<file path="src/rtl/warp_issue_arbiter.sv">
// Warp issue arbiter: picks one eligible ibuf head per cycle into a single registered issue slot.
// Define WARP_ARB_GTO_EN for greedy-then-oldest selection; default is pure round-robin.
module warp_issue_arbiter #(
  parameter int unsigned NUM_WARPS    = 8,
  parameter int unsigned PAYLOAD_BITS = 128,
  parameter int unsigned MAX_GREEDY   = 4,
  localparam int unsigned WARP_ID_BITS = $clog2(NUM_WARPS)
) (
  input  logic                              clock,
  input  logic                              reset,
  input  logic [NUM_WARPS-1:0]              ibuf_valid,
  output logic [NUM_WARPS-1:0]              ibuf_ready,
  input  logic [NUM_WARPS*PAYLOAD_BITS-1:0] ibuf_payload,
  input  logic [NUM_WARPS-1:0]              warp_stall,
  input  logic                              flush_valid,
  input  logic [WARP_ID_BITS-1:0]           flush_wid,
  output logic                              issue_valid,
  input  logic                              issue_ready,
  output logic [WARP_ID_BITS-1:0]           issue_wid,
  output logic [PAYLOAD_BITS-1:0]           issue_payload,
  output logic [31:0]                       issue_count
);

  if ((NUM_WARPS < 2) || ((NUM_WARPS & (NUM_WARPS - 1)) != 0)) begin : g_chk_warps
    $error("NUM_WARPS must be a power of 2 and >= 2");
  end
  if (MAX_GREEDY < 1) begin : g_chk_greedy
    $error("MAX_GREEDY must be >= 1");
  end

  logic [NUM_WARPS-1:0]    flush_mask;
  logic [NUM_WARPS-1:0]    eligible;
  logic                    fire;
  logic                    can_load;
  logic                    load;
  logic                    flush_hit;
  logic [WARP_ID_BITS-1:0] rr_ptr;
  logic [WARP_ID_BITS-1:0] rr_pick;
  logic                    rr_found;
  logic [WARP_ID_BITS-1:0] grant_wid;
  logic                    grant_any;
  logic [PAYLOAD_BITS-1:0] payload_arr [NUM_WARPS];

  always_comb begin
    flush_mask = '0;
    if (flush_valid) flush_mask[flush_wid] = 1'b1;
  end

  always_comb begin
    eligible  = ibuf_valid & ~warp_stall & ~flush_mask;
    fire      = issue_valid & issue_ready;
    can_load  = ~issue_valid | fire;
    flush_hit = flush_valid & issue_valid & (issue_wid == flush_wid) & ~issue_ready;
  end

  always_comb begin
    for (int unsigned w = 0; w < NUM_WARPS; w++) begin
      payload_arr[w] = ibuf_payload[w*PAYLOAD_BITS +: PAYLOAD_BITS];
    end
  end

  // Search rr_ptr+1 .. rr_ptr+NUM_WARPS; the index wraps naturally in WARP_ID_BITS.
  always_comb begin
    rr_found = 1'b0;
    rr_pick  = '0;
    for (int unsigned i = 1; i <= NUM_WARPS; i++) begin
      if (!rr_found && eligible[rr_ptr + WARP_ID_BITS'(i)]) begin
        rr_found = 1'b1;
        rr_pick  = rr_ptr + WARP_ID_BITS'(i);
      end
    end
  end

`ifdef WARP_ARB_GTO_EN
  localparam int unsigned GCNT_BITS = $clog2(MAX_GREEDY + 1);

  logic [GCNT_BITS-1:0] greedy_cnt;
  logic                 greedy_hit;

  always_comb begin
    greedy_hit = eligible[rr_ptr] && (greedy_cnt < GCNT_BITS'(MAX_GREEDY));
    grant_wid  = greedy_hit ? rr_ptr : rr_pick;
    grant_any  = greedy_hit | rr_found;
  end

  // A fallback grant starts a fresh burst even if it lands on the same warp.
  always_ff @(posedge clock) begin
    if (reset) begin
      greedy_cnt <= '0;
    end else if (load) begin
      greedy_cnt <= greedy_hit ? greedy_cnt + GCNT_BITS'(1) : GCNT_BITS'(1);
    end else if (flush_valid && (flush_wid == rr_ptr)) begin
      greedy_cnt <= '0;
    end
  end
`else
  always_comb begin
    grant_wid = rr_pick;
    grant_any = rr_found;
  end
`endif

  always_comb begin
    load       = can_load & grant_any;
    ibuf_ready = '0;
    if (load && !reset) ibuf_ready[grant_wid] = 1'b1;
  end

  always_ff @(posedge clock) begin
    if (reset) begin
      issue_valid   <= 1'b0;
      issue_wid     <= '0;
      issue_payload <= '0;
      issue_count   <= '0;
      rr_ptr        <= WARP_ID_BITS'(NUM_WARPS - 1);
    end else begin
      if (fire) issue_count <= issue_count + 32'd1;
      if (load) begin
        issue_valid   <= 1'b1;
        issue_wid     <= grant_wid;
        issue_payload <= payload_arr[grant_wid];
        rr_ptr        <= grant_wid;
      end else if (fire || flush_hit) begin
        issue_valid <= 1'b0;
      end
    end
  end

endmodule
</file>
<file path="config.mk">
export PLATFORM = sky130hd
export DESIGN_NAME = warp_issue_arbiter
export DESIGN_NICKNAME = d
export VERILOG_FILES = /design/src/rtl/warp_issue_arbiter.sv
export SDC_FILE = /design/constraint.sdc
export NUM_CORES = 1
export LEC_CHECK = 0
export ABC_AREA = 1
export CORE_AREA = 2 2 481 483
export CTS_BUF_LIST = sky130_fd_sc_hd__clkbuf_4 sky130_fd_sc_hd__clkbuf_8
export CTS_CLUSTER_DIAMETER = 150
export DETAILED_ROUTE_END_ITERATION = 8
export DIE_AREA = 0 0 483 485
export PLACE_DENSITY_LB_ADDON = 0.2
export SLEW_MARGIN = 10
export SYNTH_ARGS = -nofsm -noshare
export SYNTH_HDL_FRONTEND = slang
export SYNTH_SLANG_ARGS = --single-unit
</file>
<file path="constraint.sdc">
create_clock -name clock -period 10.5 [get_ports clock]
set_clock_uncertainty 0.05 [all_clocks]
set_input_delay 2.1 -clock clock [delete_from_list [all_inputs] [get_ports clock]]
set_output_delay 2.1 -clock clock [all_outputs]
set_load 0.01 [all_outputs]
</file>
---- Word-level counts from Yosys, hierarchy flattened ----
Index checks and enable logic that the tools add are counted.
storage, ports and cells
  flip-flop bits (word level) ............. 167
  input port bits ......................... 1047
  word-level logic and storage cells ...... 103
operators by class
  add/sub/neg operators ................... 8
  order comparisons ....................... 13
  equality and inequality tests ........... 1
  mux-type cells .......................... 43
  bitwise gates (word level) .............. 13
  reduce and logical (&&, ||, !) cells .... 20
operators by type and width
  operator                                                                             count
  128-bit binary-select mux with 3-bit select                                          1
  128-bit 2-to-1 mux                                                                   2
  3-bit by 4-bit < comparator with 1-bit output, second input constant                 10
  32-bit by 1-bit adder with 32-bit output, second input constant                      1
  1-bit binary-select mux with 3-bit select                                            8
  3-bit 2-to-1 mux                                                                     8
  1-bit 2-to-1 mux                                                                     20
  8-bit bitwise AND                                                                    2
  8-bit 2-to-1 mux                                                                     2
  8-bit NOT                                                                            2
  3-bit adder, second input constant                                                   4
  1-bit logical AND                                                                    10
  1-bit zero test                                                                      8
  3-bit by 2-bit adder with 3-bit output, second input constant                        2
  1-bit demux with 3-bit select                                                        2
  3-bit by 1-bit greater-or-equal comparator with 1-bit output, second input constant  2
  1-bit bitwise AND                                                                    5
  4-bit greater-or-equal comparator, second input constant                             1
  3-bit NOT with 4-bit output                                                          1
  3-bit by 1-bit adder with 3-bit output, second input constant                        1
  3-bit == test                                                                        1
  1-bit NOT                                                                            2
  2-bit nonzero test                                                                   1
  1-bit logical OR                                                                     1
  1-bit bitwise OR                                                                     1

---- Logic depth before layout (Yosys ltp) ----
Gate-level depths: netlist of run 1.
  depth in word-level cells ............... 36
  depth in mapped cells ................... 25
  gate-level depth less buffers ........... 22

---- Worst setup path before layout of run 1 ----
Ideal clock, no wire load.
  path kind ............................... input port to output port
  from .................................... in flush_valid
  to ...................................... out ibuf_ready[0]
  data arrival time ....................... 4.035 ns
  required time ........................... 8.350 ns
  setup slack ............................. 4.315 ns
  stages .................................. 20
  buffers on the path ..................... 2
  cell sequence ........................... inv_1 -> nor2_2 -> nand2_1 -> nand3_1 -> nand3_1 -> nand3_1 -> nand2_1 -> nand2_1 -> nand2_1 -> nand2_1 -> nand2_1 -> nor2_1 -> nand2_1 -> nor2_1 -> nand3_2 -> nor2_2 -> buf_2 -> buf_4 -> inv_1 -> nor2_1
between the ends
  cells in the longest elaborated chain, start to end .. 32
  elaborated cells between the ends (all ways) .. 57
RTL lines
  what                                                                                                                                                 RTL line  source
  start: declaration                                                                                                                                   15        input logic flush_valid,
  8-bit 2-to-1 mux (*)                                                                                                                                 46        if (flush_valid) flush_mask[flush_wid] = 1'b1;
  8-bit NOT (*)                                                                                                                                        50        eligible = ibuf_valid & ~warp_stall & ~flush_mask;
  8-bit bitwise AND (*)                                                                                                                                50
  1-bit binary-select mux with 3-bit select                                                                                                            67        if (!rr_found && eligible[rr_ptr + WARP_ID_BITS'(i)]) begin
  1-bit 2-to-1 mux (not written as such)                                                                                                               67
  1-bit 2-to-1 mux                                                                                                                                     67
  1-bit zero test                                                                                                                                      67
  1-bit logical AND                                                                                                                                    67
  (+16 left out)                                                                                                                                       -
  1-bit zero test                                                                                                                                      67
  1-bit logical AND                                                                                                                                    67
  3-bit 2-to-1 mux                                                                                                                                     67
  3-bit by 4-bit < comparator with 1-bit output (not written as such) or 3-bit by 1-bit greater-or-equal comparator with 1-bit output (tied branches)  106       if (load && !reset) ibuf_ready[grant_wid] = 1'b1;
  1-bit logical AND (not written as such)                                                                                                              106
  1-bit 2-to-1 mux (not written as such)                                                                                                               106
  1-bit demux with 3-bit select                                                                                                                        106
  8-bit 2-to-1 mux (*)                                                                                                                                 106
  end: declaration                                                                                                                                     12        output logic [NUM_WARPS-1:0] ibuf_ready,
Every way passes the cells marked *; elsewhere a longest branch is shown, timed or not. The select of a mux whose other input is x is not followed.

---- Final worst setup path of run 1 ----
  from .................................... in flush_wid[2]
  to ...................................... out ibuf_ready[1]
between the ends
  cells in the longest elaborated chain, start to end .. 36
  elaborated cells between the ends (all ways) .. 62
RTL lines
  what                                                                                                                                                 RTL line  source
  start: declaration                                                                                                                                   16        input logic [WARP_ID_BITS-1:0] flush_wid,
  3-bit by 4-bit < comparator with 1-bit output (not written as such) or 3-bit by 1-bit greater-or-equal comparator with 1-bit output (tied branches)  46
  1-bit logical AND (not written as such)                                                                                                              46
  1-bit 2-to-1 mux (not written as such)                                                                                                               46
  1-bit demux with 3-bit select (*)                                                                                                                    46
  8-bit 2-to-1 mux (*)                                                                                                                                 46
  8-bit NOT (*)                                                                                                                                        50
  8-bit bitwise AND (*)                                                                                                                                50
  1-bit binary-select mux with 3-bit select                                                                                                            67
  (+20 left out)                                                                                                                                       -
  1-bit zero test                                                                                                                                      67
  1-bit logical AND                                                                                                                                    67
  3-bit 2-to-1 mux                                                                                                                                     67
  3-bit by 4-bit < comparator with 1-bit output (not written as such) or 3-bit by 1-bit greater-or-equal comparator with 1-bit output (tied branches)  106
  1-bit logical AND (not written as such)                                                                                                              106
  1-bit 2-to-1 mux (not written as such)                                                                                                               106
  1-bit demux with 3-bit select                                                                                                                        106
  8-bit 2-to-1 mux (*)                                                                                                                                 106
Marks and branches as above.

==> results of run 1 <==
through the flow:
stage               setup WS (ns)  hold WS [ns]  utilization [%]  cell area, µm²
floorplan                    4.32         0.446                -           17500
global placement             1.92         0.459             14.2           32500
detailed placement           1.92         0.451             14.2           32500
CTS                          1.93         0.483             14.4           32900
global route                 1.68         0.522             14.4           32900
finish                       2.02         0.474             14.4           32900
path summary, 6_finish.rpt:
| path | startpoint | endpoint | slack [ns] |
|---|---|---|---|
| setup / recovery | flush_wid[2] | ibuf_ready[1] | 2.02 |
| hold / removal | issue_count[19] | issue_count[19] | 0.47 |
| setup reg to reg | rr_ptr[0] | issue_payload[48] | 4.02 |
| hold reg to reg | issue_count[19] | issue_count[19] | 0.47 |
cells in the mapped netlist, drive strengths merged (4+ instances only):
library cell,count,area share [%]
xor2,4,0.20
nor3,22,0.63
dfxtp,167,19
nand2,1876,40
nand4,12,0.52
xnor2,4,0.20
buf,211,6.8
nor2,321,7.1
o21ai,150,4.3
inv,74,1.6
clkbuf,48,1.0
nand3,568,16
a21oi,27,0.77
flip-flops by register name (all words and copies together) (netlist names):
| signal | count |
|---|---|
| rr_ptr | 3 |
| issue_payload | 128 |
| issue_wid | 3 |
| issue_valid | 1 |
| issue_count | 32 |
layout by cell type, fill, tap and decap left out, types with 3 or more instances in the layout:
| cell | Yosys | final |
|---|---|---|
| nand2_1 | 1873 | 1873 |
| clkdlybuf4s50_1 | 0 | 1218 |
| nand3_1 | 564 | 564 |
| nor2_1 | 316 | 316 |
| dfxtp_1 | 167 | 167 |
| o21ai_0 | 150 | 150 |
| inv_1 | 62 | 61 |
| buf_4 | 24 | 29 |
| a21oi_1 | 27 | 27 |
| nor3_1 | 22 | 22 |
| diode_2 | 0 | 19 |
| clkbuf_8 | 0 | 19 |
| nand4_1 | 11 | 11 |
| inv_2 | 12 | 8 |
| inv_8 | 0 | 7 |
| inv_6 | 0 | 6 |
| buf_12 | 0 | 5 |
| xnor2_1 | 4 | 4 |
| nor2_4 | 3 | 4 |
| xor2_1 | 4 | 4 |
| o21a_1 | 3 | 3 |
| nor3b_1 | 3 | 3 |
| nor4_1 | 3 | 3 |
| ha_1 | 3 | 3 |
cells by family after synthesis:
family	synth area share, %
buf+inv	9.40
flops	19.2
fa+ha+maj	0.215
xor+xnor	0.401
simple gates	65.4
compound gates	5.38
critical path, cell delays in order:
cell and delay (ns):
clkdlybuf4s50_1 0.62, inv_1 0.12, nor2_1 0.14, nand2_1 0.09, nand3_1 0.10, nand3_1 0.15, nand2_1 0.16, nand2_1 0.09
nand2_1 0.18, nand4_4 0.16, nor2_4 0.17, nand2_1 0.12, nand3_4 0.42, nand2_8 0.31, inv_8 0.34, nand2_1 0.23
nor2_1 0.22, clkdlybuf4s50_1 0.57
metal layers:
metal | vias up | part of all wire, % | global-route usage [%]
met5 | - | 0.21 | 0
met4 | 68 | 1.2 | 2.41
met3 | 197 | 7.8 | 5.43
met2 | 1118 | 47 | 29.0
met1 | 12700 | 43 | 21.0
li1 | 13100 | - | -
area by class of cell:
class	count	area share, %
Clock buffer	19	0.794
Sequential cell	167	10.2
Antenna cell	19	0.144
Clock inverter	12	0.471
Tap cell	3026	11.5
Inverter	74	0.950
Timing Repair Buffer	1252	38.0
Multi-Input combinational cell	3005	38.0
==> summary.md, run 1 <==
| Metric | Value |
|---|---|
| Post-DR wirelength/cell | 27.0 µm |
| CTS tree | yes |
| Final setup TNS | 0 ns |
| Slew margin rel. | 30.5% |
| I/O pin count | 1,219 |
| Fillers | 27,000 |
| Die Y | 485 µm |
| Maxcap violations | 0 |
| Primary FF master, synth | dfxtp_1 |
| Share of post-route cells with drive strength above 1 | 2.03% |
| Ys Warns | 0 |
| CP Data Arrival Time | 6.33 ns |
| Initial Util | 7.62% |
| Unique masters post-synth | 34 |
| Gr ovfl total | 0 |
| Via count | 27,200 |
| Clk_lat worst skew | 0.65 ns |
| GP Congestion | 0.824 |
| Async SR Flop Fraction | 0% |
| Core Footprint | 0.229 mm² |
| Slew @ Worst Pin | 1.04 ns |
| Cell count after synthesis | 3,505 |
| Total setup buffers inserted after CTS | 0 |
| Die width | 483 µm |
| Worst path required time | 8.35 ns |
| Final Hold Violating Endpoints | 0 |
| Cells on worst reg2reg path | 20 |
| ANT nets after route | 0 |
| Hold Buf Count CTS | 0 |
| Fin. max-slew vios | 0 |
| Area growth from synthesis to layout | 88.6% |
| Worst Hold Class | register to register |
| Total Die Area | 0.234 mm² |
| DR DRC count | 0 |
| GRT Total Usage | 16.9% |
| Final net count | 5,567 |
| Post-Syn Area | 0.0175 mm² |
| Hpwl dp | 170,000 µm |
| Final min period | 8.48 ns |
| Unrepaired setup endpoints after global routing | false |
| Resize count post-CTS | 0 |
| Seq. cell area | 0.00334 mm² |
| Routed vias/inst | 3.59 |
| Clock sink total | 167 |
| Detailed Route WL | 205,000 µm |
| Post-synth EDFFs | 0 |
| Crit Path Max Fanout | 43 |
| Hold Path Depth | 1 |
| CTS Buf Count | 17 |
| Finished Layout Cells | 7,574 |
| Dpl cells | 7,524 |
| Multi-input logic area | 0.0125 mm² |
| Synth Register Bits | 167 |
| Largest net degree at the start of global routing | 123 |
| First-pass iteration count of the detailed router | 7 |
| Syn nets | 4,555 |
| CTS root buf | clkbuf_8 |
| Initial antenna violation count | 121 |
| Status | complete, no violations |
| # setup viols final | 0 |
| Vias in the first global route | 28,000 |
| # rows | 176 |
| Crit. End Element | output port |
| Syn Area/Cell | 4.98 µm² |
| Initial DRC Count | 1,416 |
| Reg clk slew, reported paths | 0.12 ns |
| Fmax | 0.118 GHz |
| Startpoint Class | input port |
| H-tree depth | 4 |
| Port bufs | 1,218 |
| Seq/Total Area, Yosys | 19.2% |
| First-pass GRT wire length | 268,000 µm |
| Clock buffer depth | 2 |
| Setup Crit Path Kind | input port to output port |
| Period utilization | 80.8% |
Power of run 1 is not shown: default switching activity piles up to over one toggle a cycle in this logic, so the estimate is an artifact.
==> inputs of run 2 (changes only) <==
--- a/config.mk
+++ b/config.mk
@@ -6,11 +6,11 @@
 export NUM_CORES = 1
 export LEC_CHECK = 0
 export ABC_AREA = 1
-export CORE_AREA = 2 2 481 483
+export CORE_AREA = 2 2 472 474
 export CTS_BUF_LIST = sky130_fd_sc_hd__clkbuf_4 sky130_fd_sc_hd__clkbuf_8
 export CTS_CLUSTER_DIAMETER = 150
 export DETAILED_ROUTE_END_ITERATION = 8
-export DIE_AREA = 0 0 483 485
+export DIE_AREA = 0 0 474 476
 export PLACE_DENSITY_LB_ADDON = 0.2
 export SLEW_MARGIN = 10
 export SYNTH_ARGS = -nofsm -noshare
==> constraint.sdc (replaced) <==
create_clock -name clock -period 7.85 [get_ports clock]
set_clock_uncertainty 0.05 [all_clocks]
set_input_delay 1.57 -clock clock [delete_from_list [all_inputs] [get_ports clock]]
set_output_delay 1.57 -clock clock [all_outputs]
set_load 0.01 [all_outputs]
==> summary.md, run 2 (same netlist as run 1, synthesis figures left out) <==
| Metric | Value |
|---|---|
| Die width | 474 µm (was 483 µm) |
| Initial antenna violation count | 138 (was 121) |
| Largest net degree at the start of global routing | 153 (was 123) |
| CP Launch Point | flush_valid (was flush_wid[2]) |
| CTS tree | yes (unchanged) |
| Placement Cell Area | 0.0324 mm² (was 0.0325 mm²) |
| Clk_lat worst skew | 0.65 ns (about the same) |
| GRT Total Usage | 16.7% (was 16.9%) |
| Initial Util | 7.90% (was 7.62%) |
| Fillers | 26,100 (was 27,000) |
| First-pass iteration count of the detailed router | 5 (was 7) |
| Die Y | 476 µm (was 485 µm) |
| GP Congestion | 0.883 (was 0.824) |
| Setup Crit Path Kind | input port to output port (unchanged) |
| Worst path required time | 6.23 ns (was 8.35 ns) |
| Clock buffer depth | 2 (unchanged) |
| ANT nets after route | 0 (unchanged) |
| Share of post-route cells with drive strength above 1 | 2.03% (unchanged) |
| I/O pin count | 1,219 (unchanged) |
| CTS root buf | clkbuf_8 (unchanged) |
| Total setup buffers inserted after CTS | 0 (unchanged) |
| Most common cell after layout, fill and taps aside | nand2_1 (unchanged) |
| # rows | 173 (was 176) |
| Top reg by flops | issue_payload (unchanged) |
| Dpl cells | 7,472 (was 7,524) |
| Reg clk slew, reported paths | 0.13 ns (was 0.12 ns) |
| Largest regs | issue_payload (128), issue_count (32) (unchanged) |
| Hold Buf Count CTS | 0 (unchanged) |
| Resize count post-CTS | 0 (unchanged) |
| Core Footprint | 0.221 mm² (was 0.229 mm²) |
| Gr ovfl total | 0 (unchanged) |
| # setup viols final | 0 (unchanged) |
| Final net count | 5,566 (was 5,567) |
| Final min period | 6.90 ns |
| Most frequent cells in the layout | nand2_1 (1,873), clkdlybuf4s50_1 (1,218), nand3_1 (564), nor2_1 (316), dfxtp_1 (167) (unchanged) |
| Slew @ Worst Pin | 1.06 ns (was 1.04 ns) |
| Startpoint Class | input port (unchanged) |
| Post-place setup slack | 0.893 ns (was 1.92 ns) |
| Final Hold Violating Endpoints | 0 (unchanged) |
| First-pass GRT wire length | 253,000 µm (was 268,000 µm) |
| Unrepaired setup endpoints after global routing | false (unchanged) |
| Slew margin rel. | 29.5% (was 30.5%) |
| Reg-to-Reg Start | rr_ptr[1] (was rr_ptr[0]) |
| Finished Layout Cells | 7,547 (was 7,574) |
| Maxcap violations | 0 (unchanged) |
| Fmax | 0.145 GHz |
| Vias in the first global route | 27,100 (was 28,000) |
| Crit. End Element | output port (unchanged) |
| H-tree depth | 4 (unchanged) |
| Worst setup margin | 0.952 ns (was 2.02 ns) |
| Period utilization | 87.9% |
| CP Data Arrival Time | 5.28 ns (was 6.33 ns) |
| DR DRC count | 0 (unchanged) |
| Status | complete, no violations (unchanged) |
| Final instance area | 0.0330 mm² (was 0.0329 mm²) |
| Via count | 27,400 (was 27,200) |
| Total Die Area | 0.226 mm² (was 0.234 mm²) |
| Largest register FFs | 128 (unchanged) |
| Post-DR wirelength/cell | 26.2 µm (was 27.0 µm) |
| Hpwl dp | 164,000 µm (was 170,000 µm) |
| HP Start | issue_count[3] (was issue_count[19]) |
| Worst Hold Class | register to register (unchanged) |
| Detailed Route WL | 198,000 µm (was 205,000 µm) |
| CTS Buf Count | 17 (unchanged) |
| Final setup TNS | 0 ns (unchanged) |
| Clock sink total | 167 (unchanged) |
| Crit Path Max Fanout | 56 (was 43) |
| Area growth from synthesis to layout | 88.9% (was 88.6%) |
| Initial DRC Count | 1,691 (was 1,416) |
| Port bufs | 1,218 (unchanged) |
| Fin. max-slew vios | 0 (unchanged) |
| Routed vias/inst | 3.63 (was 3.59) |
run 2: critical path, stage by stage:
cell and delay, ns:
clkdlybuf4s50_1 0.55, inv_1 0.09, nor2_2 0.16, nand2_1 0.09, nand3_1 0.10, nand3_1 0.13, nand3_1 0.18, nand2_1 0.14
nor2_4 0.15, nand4_4 0.13, nor2_4 0.16, nand3_1 0.15, nand3_4 0.14, nand2_8 0.25, inv_8 0.31, nand2_1 0.20
nor2_1 0.16, clkdlybuf4s50_1 0.55
run 2: through the flow:
step	util (%)	hold WS [ns]
floorplan	-	0.446
global placement	14.7	0.454
detailed placement	14.7	0.463
CTS	14.9	0.483
global route	14.9	0.497
finish	14.9	0.485
run 2: layout make-up:
| type | instances | area [µm²] | share of cell area (%) |
|---|---|---|---|
| sequential | 167 | 3340 | 10.1 |
| inverter | 74 | 313 | 0.949 |
| tap | 2975 | 3720 | 11.3 |
| clock buffer | 17 | 234 | 0.710 |
| antenna | 43 | 108 | 0.326 |
| multi-input combinational | 3005 | 12500 | 37.9 |
| timing repair buffer | 1251 | 12600 | 38.1 |
| clock inverter | 15 | 200 | 0.607 |
run 2: worst paths after layout:
path	slack, ns	depth (start not counted)	end
setup / recovery	0.95	18	ibuf_ready[1]
setup reg to reg	1.91	20	issue_payload[125]
hold reg to reg	0.48	2	issue_count[3]
hold / removal	0.48	2	issue_count[3]
run 2: layer usage:
| metal | global-route usage (%) | vias to the layer above | share of wire, % |
|---|---|---|---|
| met4 | 5.91 | 86 | 2.8 |
| met3 | 6.90 | 244 | 10 |
| met1 | 20.0 | 12700 | 41 |
| met2 | 26.9 | 1195 | 46 |
| met5 | 0 | - | 0.26 |
| li1 | - | 13100 | - |
Power of run 2 is left out for the same reason.
